**src/rtl/match_frame_controller.sv**
```systemverilog
// match_frame_controller: parses length-prefixed frames, counts payload bytes
// equal to a pattern latched on the length byte, and reports the count to a
// serial transmitter over a start/busy handshake. An idle gap between payload
// bytes aborts the frame, and bytes that arrive while a report is pending are
// dropped and flagged.
module match_frame_controller #(
    parameter int DATA_W  = 8,
    parameter int TIMEOUT = 1023,
    parameter int TO_W    = 10
) (
    input  logic              Clk,
    input  logic              Reset,
    input  logic [DATA_W-1:0] Rx_data,
    input  logic              Rx_valid,
    input  logic [DATA_W-1:0] Pattern,
    input  logic              Tx_busy,
    output logic              Tx_start,
    output logic [DATA_W-1:0] Tx_data,
    output logic [DATA_W-1:0] Match_count,
    output logic              Busy,
    output logic              Frame_error,
    output logic              Overrun
);

    typedef enum logic [1:0] {
        S_IDLE    = 2'd0,
        S_PAYLOAD = 2'd1,
        S_REPORT  = 2'd2,
        S_WAIT_TX = 2'd3
    } state_t;

    state_t            r_state;
    state_t            w_next;

    logic [DATA_W-1:0] r_remaining;
    logic [DATA_W-1:0] r_count;
    logic [DATA_W-1:0] r_pat;
    logic [TO_W-1:0]   r_timeout;
    logic              r_wait_first;
    logic              r_tx_start;
    logic [DATA_W-1:0] r_tx_data;
    logic [DATA_W-1:0] r_match;
    logic              r_ferr;
    logic              r_ovr;

    logic              w_hit;
    logic              w_last;
    logic              w_to_expire;

    assign w_hit       = (Rx_data == r_pat);
    assign w_last      = (r_remaining == DATA_W'(1));
    // The counter is compared before it increments, so the abort lands on
    // exactly the TIMEOUT-th consecutive idle cycle after the last byte.
    assign w_to_expire = (r_timeout == TO_W'(TIMEOUT - 1));

    // State register.
    always_ff @(posedge Clk or posedge Reset) begin
        if (Reset) begin
            r_state <= S_IDLE;
        end else begin
            r_state <= w_next;
        end
    end

    // Next-state decode; a received byte always takes priority over the timeout.
    always_comb begin
        w_next = r_state;
        case (r_state)
            S_IDLE: begin
                if (Rx_valid) begin
                    w_next = (Rx_data == '0) ? S_REPORT : S_PAYLOAD;
                end
            end
            S_PAYLOAD: begin
                if (Rx_valid) begin
                    if (w_last) begin
                        w_next = S_REPORT;
                    end
                end else if (w_to_expire) begin
                    w_next = S_IDLE;
                end
            end
            S_REPORT: begin
                if (!Tx_busy) begin
                    w_next = S_WAIT_TX;
                end
            end
            S_WAIT_TX: begin
                // The transmitter may take a cycle to raise busy after start.
                if (!r_wait_first && !Tx_busy) begin
                    w_next = S_IDLE;
                end
            end
            default: w_next = S_IDLE;
        endcase
    end

    // Frame datapath, report registers and one-cycle status pulses.
    always_ff @(posedge Clk or posedge Reset) begin
        if (Reset) begin
            r_remaining  <= '0;
            r_count      <= '0;
            r_pat        <= '0;
            r_timeout    <= '0;
            r_wait_first <= 1'b0;
            r_tx_start   <= 1'b0;
            r_tx_data    <= '0;
            r_match      <= '0;
            r_ferr       <= 1'b0;
            r_ovr        <= 1'b0;
        end else begin
            r_tx_start <= 1'b0;
            r_ferr     <= 1'b0;
            r_ovr      <= 1'b0;
            case (r_state)
                S_IDLE: begin
                    if (Rx_valid) begin
                        r_remaining <= Rx_data;
                        r_pat       <= Pattern;
                        r_count     <= '0;
                        r_timeout   <= '0;
                    end
                end
                S_PAYLOAD: begin
                    if (Rx_valid) begin
                        if (w_hit) begin
                            r_count <= r_count + DATA_W'(1);
                        end
                        r_remaining <= r_remaining - DATA_W'(1);
                        r_timeout   <= '0;
                    end else if (w_to_expire) begin
                        r_ferr    <= 1'b1;
                        r_timeout <= '0;
                    end else begin
                        r_timeout <= r_timeout + TO_W'(1);
                    end
                end
                S_REPORT: begin
                    if (Rx_valid) begin
                        r_ovr <= 1'b1;
                    end
                    if (!Tx_busy) begin
                        r_tx_start   <= 1'b1;
                        r_tx_data    <= r_count;
                        r_match      <= r_count;
                        r_wait_first <= 1'b1;
                    end
                end
                S_WAIT_TX: begin
                    if (Rx_valid) begin
                        r_ovr <= 1'b1;
                    end
                    r_wait_first <= 1'b0;
                end
                default: ;
            endcase
        end
    end

    assign Tx_start    = r_tx_start;
    assign Tx_data     = r_tx_data;
    assign Match_count = r_match;
    assign Busy        = (r_state != S_IDLE);
    assign Frame_error = r_ferr;
    assign Overrun     = r_ovr;

endmodule

```
**config.mk**
```make
export PLATFORM = sky130hd
export DESIGN_NAME = match_frame_controller
export DESIGN_NICKNAME = d
export VERILOG_FILES = /design/src/rtl/match_frame_controller.sv
export SDC_FILE = /design/constraint.sdc
export NUM_CORES = 1
export LEC_CHECK = 0
export CAP_MARGIN = 20
export CORE_UTILIZATION = 40
export CTS_BUF_LIST = sky130_fd_sc_hd__clkbuf_8
export CTS_CLUSTER_SIZE = 20
export DETAILED_ROUTE_END_ITERATION = 6
export SYNTH_ARGS = -nofsm -noshare
export SYNTH_HDL_FRONTEND = slang
export SYNTH_SLANG_ARGS = --single-unit
export TNS_END_PERCENT = 20
```
**constraint.sdc**
```tcl
create_clock -name Clk -period 1.9 [get_ports Clk]
set_input_delay 0.19 -clock Clk [delete_from_list [all_inputs] [get_ports Clk]]
set_output_delay 0.19 -clock Clk [all_outputs]
set_load 0.01 [all_outputs]
```
==> results.py <==
metrics = {
    "run_status": {
        "outcome": "completed",
    },
    "critical_path": {
        "path_class": "flip-flop to flip-flop",
        "worstSetupStartpointType": "flip-flop",
        "reg2reg_to": "r_count[5]",
        "crit_end": "r_count[5]",
        "cp_slowest_stage_delay_ns": 0.59,
        "r2r_setup_slack_ns": 0.07,
        "setup.worst_path.end_class": "flip-flop",
        "critical-path-top-delay-family": "simple AND/OR/NAND/NOR gates",
        "cp.depth": 4,
        "crit_arrival_ns": 2.06,
        "crit_chain": "nand2b_4, or4_4, nor4_1, mux2i_1",
        "crit_buf_inv": 0,
        "required_ns": 2.13,
        "crit_start": "r_state[1]",
        "r2r-start": "r_state[1]",
        "reg2regPathDepth": 4,
        "critPathMaxFanout": 8,
        "slowest_stage": "or4_4",
    },
    "logic_synthesis": {
        "ys_seq_area_frac": 0.4582,
        "syn_inst": 265,
        "async_flop_share": 1.000,
        "synth_area_sq_um": 2621,
        "ys.flop_type": "dfrtp_1",
        "synth_nets": 290,
        "synth_area_per_cell_sq_um": 9.892,
        "synth_warnings": 0,
        "ys_ff_latch": 48,
        "synth.distinct_cells": 46,
        "synth_edf_count": 0,
    },
    "finish": {
        "fin_nets": 340,
        "diodes": 0,
        "fillers": 612,
        "area_delta_synth_final_pct": 25.39,
        "drive_above_1_share": 0.1709,
        "stdcell_area_sq_um": 3287,
    },
    "clock_tree": {
        "insertion_delay_ns": 0.31,
        "numCtsBuffers": 5,
        "htree_num_levels": 2,
        "cts_tree": "yes",
        "cts.clk_slew.worst_paths_ns": 0.09,
        "cts-root-buf": "clkbuf_8",
        "cts-hold-fix-buffers": 0,
        "cts.sinks": 48,
        "clockBufferDepth": 2,
    },
    "place": {
        "numPortBuffers": 39,
        "dp_hpwl_mm": 4.118,
        "place_area_sq_um": 3178,
        "routabilityCongestion": 0.7725,
    },
    "sta": {
        "slew_violations": 0,
        "period_minus_slack_ns": 1.830,
        "slew_headroom": 0.6743,
        "hold_viol_final": 0,
        "timing.fmax_ghz": 0.5465,
        "rsz0062_at_grt": "yes",
        "setup-violations-final": 0,
        "worst_slew_pin_slew_ns": 0.4878,
        "skew_ns": 0.007428,
        "finalCritPeriodShare": 0.9631,
        "timing.hold.ws_ns": 0.2186,
    },
    "power_and_ir_drop": {
        "switchingPower_w": 0.001432,
        "p_total_w": 0.003801,
        "power_per_cell_area_nw_per_um2": 1157,
        "combinationalPowerShare": 0.411,
        "leakagePower_nw": 1.379,
        "p_seq_frac": 0.416,
        "clkPwrFrac": 0.173,
        "p_sw_frac": 0.3768,
        "ir_worst_vdd_mv": 0.7284,
        "internal_power_w": 0.002369,
    },
    "grt": {
        "grt_pass1_wl_mm": 9.749,
        "overflow": 0,
        "grt_max_degree": 25,
        "grtUsageTotal": 0.1751,
        "antenna_found_initial": 0,
        "grt_pass1_vias": 2080,
    },
    "floorplan": {
        "die_w_um": 82.95,
        "initial_core_util": 0.4128,
        "design.die.area_sq_um": 6881,
        "num_rows": 29,
        "dieHeight_um": 82.95,
        "core_area_sq_um": 6350,
        "io_pins": 40,
    },
    "detailed_routing": {
        "wl_met2_mm": 2.502,
        "firstDrtPassIters": 5,
        "drt-vias-per-instance": 5.417,
        "routedWlPerCell_um": 14.25,
        "wl_met1_mm": 2.766,
        "maxUsedRoutingLayer": "met4",
        "wl_met3_um": 265,
        "ant_nets": 0,
        "vias": 2129,
        "drt_wl_total_mm": 5.601,
        "dr.first_iter.drc_count": 120,
        "drc": 0,
    },
    "flow_run": {
        "drv_cap": 0,
    },
    "hold_path": {
        "hold_class": "input port to async pin",
    },
}
## layout make-up
class / count / area [sq um] / share of cell area
Timing Repair Buffer: 62 / 575.6 / 0.1751
Inverter: 10 / 37.54 / 0.01142
Clock inverter: 2 / 15.01 / 0.004568
Clock buffer: 6 / 82.58 / 0.02512
Multi-Input combinational cell: 188 / 1277 / 0.3887
Sequential cell: 48 / 1202 / 0.3658
Tap cell: 77 / 96.34 / 0.02931
## cells in the mapped netlist, types with 3 or more instances
cell	n	share of area
a21oi_1	15	0.029
a22oi_1	3	0.0086
and2_1	3	0.0072
buf_4	9	0.026
clkbuf_1	6	0.0086
dfrtp_1	48	0.46
ha_1	5	0.024
inv_1	9	0.013
mux2_2	16	0.069
mux2i_1	8	0.031
nand2_1	24	0.034
nand2b_1	10	0.024
nand3_1	8	0.015
nand4_1	6	0.014
nor2_1	17	0.024
nor3_1	7	0.013
nor4_1	7	0.017
nor4b_1	3	0.010
o21ai_0	10	0.019
o311ai_0	3	0.010
or3_1	6	0.014
xnor2_1	8	0.027
xor2_1	3	0.010
## what timing repair did
action                                  in CTS  in global routing
gates resized for setup                      3                  1
endpoints found under the setup margin       6                  5
pin swaps                                    0                  0
hold endpoints to repair                     0                  0
buffers inserted                             0                  0
## through the flow
step	utilization	cells	setup WS [ns]	TNS (ns)
floorplan	-	265	0.08304	0
global placement	0.5005	385	-0.2031	-1.467
detailed placement	0.5005	385	-0.2755	-1.854
CTS	0.5174	393	0.04040	0
global route	0.5176	393	-0.01499	-0.01499
finish	0.5176	393	0.07015	0
## worst reg2reg max path, cell delays in order (launching register included)
cell	delay, ns
dfrtp_2	0.47
nand2b_4	0.16
or4_4	0.59
nor4_1	0.32
mux2i_1	0.23
## registers in the layout (all words and copies together) (netlist names)
| signal | count |
|---|---|
| r_pat | 8 |
| r_count | 8 |
| Frame_error | 1 |
| Tx_start | 1 |
| r_wait_first | 1 |
| r_remaining | 8 |
| Overrun | 1 |
| r_state | 2 |
| r_timeout | 10 |
| Match_count | 8 |
## cells by family after synthesis
family          count (synthesis)  share of synthesized area
compound gates                 49                     0.1232
xor+xnor                       11                    0.03676
fa+ha+maj                       5                    0.02387
buf+inv                        29                    0.05823
flops                          48                     0.4582
mux                            24                    0.09928
simple gates                   99                     0.2005
## cells in the final DEF, fill, tap and decap left out, types with 3 or more instances in the layout
master	netlist	layout
a21oi_1	15	15
a22oi_1	3	3
and2_1	3	3
buf_4	9	22
clkbuf_8	0	6
clkdlybuf4s50_1	0	39
dfrtp_1	48	47
ha_1	5	5
inv_1	9	8
mux2_2	16	16
mux2i_1	8	8
nand2_1	24	24
nand2b_1	10	10
nand3_1	8	8
nand4_1	6	6
nor2_1	17	17
nor3_1	7	7
nor4_1	7	6
nor4b_1	3	3
o21ai_0	10	10
o311ai_1	2	3
or3_1	6	6
xnor2_1	8	8
xor2_1	3	3
## power by group through the flow
stage / logic, W / registers (W) / clock network (W)
2_1_floorplan: 0.00110 / 0.00152 / 0
3_3_place_gp: 0.00153 / 0.00158 / 0
4_1_cts: 0.00157 / 0.00158 / 0.000688
3_5_place_dp: 0.00156 / 0.00159 / 0
6_report: 0.00156 / 0.00158 / 0.000657
5_1_grt: 0.00174 / 0.00163 / 0.000718
## routing by layer
layer / vias to the layer above / GRT usage
met2: 64 / 0.2779
li1: 1040 / -
met1: 1017 / 0.2369
met3: 8 / 0.03280
met5: - / 0
met4: 0 / 0.06740
## worst min path at each step
| stage | startpoint | endpoint | depth (start not counted) |
|---|---|---|---|
| 2_1_floorplan | Pattern[0] | r_pat[0] | 1 |
| 5_1_grt | Reset | Overrun | 2 |
| 3_3_place_gp | r_remaining[1] | r_remaining[1] | 2 |
| 3_5_place_dp | r_remaining[1] | r_remaining[1] | 2 |
| 4_1_cts | Reset | Overrun | 2 |
| 6_report | Reset | Match_count[0] | 2 |
No activity file was read; power rests on OpenSTA's default activity.
